## config.mk

```make
export PLATFORM = sky130hd
export DESIGN_NAME = disp_scan_ctrl
export DESIGN_NICKNAME = d
export VERILOG_FILES = /design/src/rtl/disp_pkg.sv /design/src/rtl/disp_scan_ctrl_hex2seg.sv /design/src/rtl/disp_scan_ctrl.sv
export SDC_FILE = /design/constraint.sdc
export NUM_CORES = 1
export LEC_CHECK = 0
export ABC_CLOCK_PERIOD_IN_PS = 3900
export BUFFER_PORTS_ARGS = -buffer_cell sky130_fd_sc_hd__buf_2
export CORE_MARGIN = 2
export CORE_UTILIZATION = 35
export CTS_BUF_LIST = sky130_fd_sc_hd__clkbuf_16
export CTS_CLUSTER_SIZE = 16
export DETAILED_ROUTE_END_ITERATION = 10
export PLACE_DENSITY = 0.57
export SLEW_MARGIN = 30
export SYNTH_ARGS = -nofsm -noshare
export SYNTH_HDL_FRONTEND = slang
export SYNTH_SLANG_ARGS = --single-unit
```

## constraint.sdc

```tcl
create_clock -name clk -period 3.9 [get_ports clk]
set_clock_uncertainty 0.15 [all_clocks]
set_input_delay 0.78 -clock clk [delete_from_list [all_inputs] [get_ports clk]]
set_output_delay 0.78 -clock clk [all_outputs]
set_load 0.02 [all_outputs]
```

## src/rtl/disp_pkg.sv

```systemverilog
// Shared constants and types for the multiplexed 7-segment scan controller.
// Segment order is {a,b,c,d,e,f,g}, active-high.
package disp_pkg;

    localparam logic [6:0] SEG_0   = 7'b1111110;
    localparam logic [6:0] SEG_1   = 7'b0110000;
    localparam logic [6:0] SEG_2   = 7'b1101101;
    localparam logic [6:0] SEG_3   = 7'b1111001;
    localparam logic [6:0] SEG_4   = 7'b0110011;
    localparam logic [6:0] SEG_5   = 7'b1011011;
    localparam logic [6:0] SEG_6   = 7'b1011111;
    localparam logic [6:0] SEG_7   = 7'b1110000;
    localparam logic [6:0] SEG_8   = 7'b1111111;
    localparam logic [6:0] SEG_9   = 7'b1111011;
    localparam logic [6:0] SEG_A   = 7'b1110111;
    localparam logic [6:0] SEG_B   = 7'b0011111;
    localparam logic [6:0] SEG_C   = 7'b1001110;
    localparam logic [6:0] SEG_D   = 7'b0111101;
    localparam logic [6:0] SEG_E   = 7'b1001111;
    localparam logic [6:0] SEG_F   = 7'b1000111;
    localparam logic [6:0] SEG_OFF = 7'b0000000;

    localparam int DEF_DWELL = 50000;
    localparam int DEF_BLANK = 500;

    typedef enum logic {
        ST_ON,
        ST_BLANK
    } scan_state_t;

endpackage

```

## src/rtl/disp_scan_ctrl_hex2seg.sv

```systemverilog
// Combinational hex nibble to 7-segment pattern decoder.
// A-F render as A, b, C, d, E, F.
module hex2seg
    import disp_pkg::*;
(
    input  logic [3:0] nib,
    output logic [6:0] seg
);

    // Pure lookup, every nibble value covered.
    always_comb begin
        seg = SEG_OFF;
        case (nib)
            4'h0:    seg = SEG_0;
            4'h1:    seg = SEG_1;
            4'h2:    seg = SEG_2;
            4'h3:    seg = SEG_3;
            4'h4:    seg = SEG_4;
            4'h5:    seg = SEG_5;
            4'h6:    seg = SEG_6;
            4'h7:    seg = SEG_7;
            4'h8:    seg = SEG_8;
            4'h9:    seg = SEG_9;
            4'hA:    seg = SEG_A;
            4'hB:    seg = SEG_B;
            4'hC:    seg = SEG_C;
            4'hD:    seg = SEG_D;
            4'hE:    seg = SEG_E;
            4'hF:    seg = SEG_F;
            default: seg = SEG_OFF;
        endcase
    end

endmodule

```

## src/rtl/disp_scan_ctrl.sv

```systemverilog
// Digit scan scheduler with blanking and frame-synchronous double buffer.
// Optional macro DISP_LZ_BLANK_EN enables leading-zero suppression.
module disp_scan_ctrl
    import disp_pkg::*;
#(
    parameter int NUM_DIG   = 6,
    parameter int DWELL_CYC = DEF_DWELL,
    parameter int BLANK_CYC = DEF_BLANK
) (
    input  logic                   clk,
    input  logic                   rst,
    input  logic [4*NUM_DIG-1:0]   i_digits,
    input  logic [NUM_DIG-1:0]     i_dp,
    input  logic                   i_load,
    output logic                   o_pending,
    output logic                   o_frame_done,
    output logic [NUM_DIG-1:0]     o_seg_enb,
    output logic                   o_seg_dp,
    output logic [6:0]             o_seg
);

    localparam int MAXC = (DWELL_CYC > BLANK_CYC) ? DWELL_CYC : BLANK_CYC;
    localparam int CW   = (MAXC > 1) ? $clog2(MAXC) : 1;
    localparam int IW   = (NUM_DIG > 1) ? $clog2(NUM_DIG) : 1;

    localparam logic [CW-1:0] ON_LAST  = CW'(DWELL_CYC - 1);
    localparam logic [CW-1:0] BL_LAST  = CW'(BLANK_CYC - 1);
    localparam logic [IW-1:0] IDX_LAST = IW'(NUM_DIG - 1);

    scan_state_t          state, state_nx;
    logic [IW-1:0]        idx, idx_nx;
    logic [CW-1:0]        cnt, cnt_nx;
    logic                 wrap;

    logic [4*NUM_DIG-1:0] act_dig, shd_dig;
    logic [NUM_DIG-1:0]   act_dp, shd_dp;

    logic [3:0]           nib;
    logic                 dp_bit;
    logic [NUM_DIG-1:0]   sel_n;
    logic [6:0]           seg_dec;
    logic                 show;

    // Scan state, digit index and phase counter.
    always_ff @(posedge clk) begin
        if (rst) begin
            state <= ST_BLANK;
            idx   <= '0;
            cnt   <= '0;
        end else begin
            state <= state_nx;
            idx   <= idx_nx;
            cnt   <= cnt_nx;
        end
    end

    // Next-state: idx steps at the end of ON, so BLANK precedes digit idx.
    always_comb begin
        state_nx = state;
        idx_nx   = idx;
        cnt_nx   = cnt + 1'b1;
        wrap     = 1'b0;
        unique case (state)
            ST_ON: begin
                if (cnt == ON_LAST) begin
                    state_nx = ST_BLANK;
                    cnt_nx   = '0;
                    idx_nx   = (idx == IDX_LAST) ? '0 : idx + 1'b1;
                end
            end
            ST_BLANK: begin
                if (cnt == BL_LAST) begin
                    state_nx = ST_ON;
                    cnt_nx   = '0;
                    wrap     = (idx == '0);
                end
            end
            default: ;
        endcase
    end

    // Shadow/active buffers: the newest load always lands in shadow.
    always_ff @(posedge clk) begin
        if (rst) begin
            act_dig      <= '0;
            act_dp       <= '0;
            shd_dig      <= '0;
            shd_dp       <= '0;
            o_pending    <= 1'b0;
            o_frame_done <= 1'b0;
        end else begin
            o_frame_done <= wrap;
            if (wrap && o_pending) begin
                act_dig <= shd_dig;
                act_dp  <= shd_dp;
            end
            if (i_load) begin
                shd_dig   <= i_digits;
                shd_dp    <= i_dp;
                o_pending <= 1'b1;
            end else if (wrap) begin
                o_pending <= 1'b0;
            end
        end
    end

    // Select the active nibble, dp and enable for the current digit.
    always_comb begin
        nib    = '0;
        dp_bit = 1'b0;
        sel_n  = '1;
        for (int k = 0; k < NUM_DIG; k++) begin
            if (idx == IW'(k)) begin
                nib      = act_dig[4*k +: 4];
                dp_bit   = act_dp[k];
                sel_n[k] = 1'b0;
            end
        end
    end

`ifdef DISP_LZ_BLANK_EN
    logic hi_zero;

    // Current digit and everything above it are zero.
    always_comb begin
        hi_zero = 1'b0;
        for (int k = 0; k < NUM_DIG; k++) begin
            if (idx == IW'(k)) begin
                hi_zero = ((act_dig >> (4*k)) == '0);
            end
        end
    end

    assign show = (idx == '0) || !hi_zero || dp_bit;
`else
    assign show = 1'b1;
`endif

    hex2seg u_dec (
        .nib (nib),
        .seg (seg_dec)
    );

    // Registered drive of the shared segment bus.
    always_ff @(posedge clk) begin
        if (rst) begin
            o_seg_enb <= '1;
            o_seg     <= SEG_OFF;
            o_seg_dp  <= 1'b0;
        end else if (state == ST_ON && show) begin
            o_seg_enb <= sel_n;
            o_seg     <= seg_dec;
            o_seg_dp  <= dp_bit;
        end else begin
            o_seg_enb <= '1;
            o_seg     <= SEG_OFF;
            o_seg_dp  <= 1'b0;
        end
    end

endmodule

```

==> out/qor.csv <==
metric;value;unit
ANT nets after route;0;
Seq cells post-synth;96;
Power Density;425;nW/µm²
drt first-iter violations;133;
cell count after synthesis;448;
drt first pass iters;4;
Initial Util;35.9;%
Final Setup Violations;0;
Setup TNS;0;ns
most common cell after layout, fill and taps aside;dfxtp_1;
cts hold-fix bufs;0;
DPL Wire Length;5760;µm
routed vias/inst;4.82;
CP cell instances;and2_1 -> ha_1 -> nand2_1 -> o221ai_1 -> inv_1 -> ha_1 -> mux2_1 -> o31ai_2;
Synth async-reset ratio;0;%
CTS tree;built;
crit start category;flip-flop;
via count;3027;
Critical Path End Type;flip-flop;
peak supply drop;0.257;mV
clk_lat worst skew;0.34;ns
post-layout min period;3.15;ns
Synth Warn #;0;
Final Power;2000;µW
first-pass GRT wire length;13900;µm
final WL;8230;µm
IO Port Bufs;48;
main flop type after synthesis;dfxtp_1;
root buffer cell;clkbuf_16;
Remaining DRCs;0;
worst path buffer plus inverter count;1;
Resized cells post-CTS;0;
crit-path leading delay family;flip-flops;
Max Slew Vio Count;0;
core area;11500;µm²
Pleak;0.00180;µW
Slew Limit Headroom;38.9;%
largest net degree at the start of global routing;56;
final core occ;41.0;%
Mapped Area;4120;µm²
EDFF count, synth;0;
Net count, final;524;
most frequent cells in the layout;dfxtp_1, nand2_1, nor2_1;
CP max FO;19;
GP Congestion;0.859;
DIE WIDTH;113;µm
Syn-to-layout area delta;14.0;%
die area;12700;µm²
unrepaired setup endpoints after global routing;false;
Tot GR Track Use;13.8;%
run status;completed;
Avg WL per Cell;13.1;µm
Net Count, Synth;490;
Critical-path top delay cell;dfxtp_1;
initial antenna violation count;0;
H-Tree Depth;3;
Avg Cell Area, Syn;9.20;µm²
Die Y;113;µm
critical path required time;4.01;ns
fin crit share;80.9;%
Clock Pin Slew Worst Setup and Hold Paths;0.06;ns
most frequent CP cell;ha_1;
I/O pin count;49;
CP max stage delay;0.79;ns
Sink Count;96;
Hold Path Class;reg -> reg;
Fin Hold WS;0.309;ns
Num CTS Buffers;9;
crit path DAT;3.27;ns
critical path type;reg -> reg;
row count;39;
residual overflow from global routing;0;
Clock Tree Buf Depth;2;
final hold vios;0;
worst-margin pin slew;0.917;ns
layout cells sized above 1;22.5;%
vias in the first global route;2931;
antenna cells;0;
Max Fclk;317;MHz
Yosys cell types;50;
Setup Fix Bufs, Post-CTS;0;
MaxCap Viol Count;0;
post-synthesis sequential area ratio;46.6;%
## layout make-up
class                           count  area (µm²)
Multi-Input combinational cell    315        2000
Timing Repair Buffer               50         255
Clock inverter                      5        73.8
Clock buffer                        9         225
Inverter                           10        37.5
Sequential cell                    96        1920
Fill cell                        1147        6770
Tap cell                          143         179
## path summary, 6_finish.rpt
| check | start | to | slack [ns] | cells after the start |
|---|---|---|---|---|
| max reg2reg | idx[0]$_SDFFE_PP0P_ | o_seg[3]$_SDFF_PP0_ | 0.75 | 8 |
| min reg2reg | act_dp[2]$_SDFFE_PP0P_ | act_dp[2]$_SDFFE_PP0P_ | 0.31 | 2 |
| min | act_dp[2]$_SDFFE_PP0P_ | act_dp[2]$_SDFFE_PP0P_ | 0.31 | 2 |
| max | idx[0]$_SDFFE_PP0P_ | o_seg[3]$_SDFF_PP0_ | 0.75 | 8 |
## cells by family after synthesis
kind of cell	count (synthesis)	share of synthesized area, %
AO/OA/AOI/OAI	62	12.0
adder cells (fa/ha/maj)	9	2.73
buffers and inverters	37	4.71
flip-flops	96	46.6
XOR/XNOR	15	3.19
AND/OR/NAND/NOR	187	20.5
multiplexers	42	10.3
## state kept, by name, indices dropped and copies added (netlist names)
name / count
cnt: 16
state: 1
o_pending: 1
o_seg_enb: 6
o_frame_done: 1
o_seg_dp: 1
act_dp: 6
o_seg: 7
act_dig: 24
shd_dp: 6
shd_dig: 24
idx: 3
## cells in the mapped netlist (3+ instances only)
cell type	instances	area, µm²
a21oi_1	8	40.0
buf_1	4	15.0
a21oi_2	30	263
nand3_1	16	80.1
nor2_1	66	248
dfxtp_1	96	1920
nand2_1	74	278
nand2b_1	4	25.0
buf_2	5	25.0
ha_1	9	113
a221oi_1	3	26.3
clkbuf_1	10	37.5
xor2_1	7	61.3
and3_1	5	31.3
o21ai_0	8	40.0
xnor2_1	8	70.1
buf_4	3	22.5
nor3_1	3	15.0
inv_1	10	37.5
mux2i_1	40	400
buf_6	5	56.3
## layer usage
layer	GRT usage, %	vias up	wire (µm)
li1	-	1568	-
met4	5.85	0	150
met5	0	-	0
met2	21.2	59	3590
met3	4.00	9	371
met1	18.0	1391	4110
## metrics by stage
step	setup slack, ns	instances	cell area (µm²)
after global placement	0.894	614	4400
final	0.747	628	4700
after floorplan	1.04	448	4120
after detailed placement	0.746	614	4400
after CTS	0.735	628	4700
after global routing	0.519	628	4700
## where the power goes
group          switching, µW  total [µW]  internal [µW]
clock network            357         906            550
registers               13.1        1020           1000
logic                   41.7        76.8           35.1
total                    411        2000           1590
## tightest hold or removal path: stages, from the launching register on
cell and delay, ns:
dfxtp_1 0.31, nand2_1 0.06, a21oi_2 0.04
No activity file was read; power rests on OpenSTA's default activity.
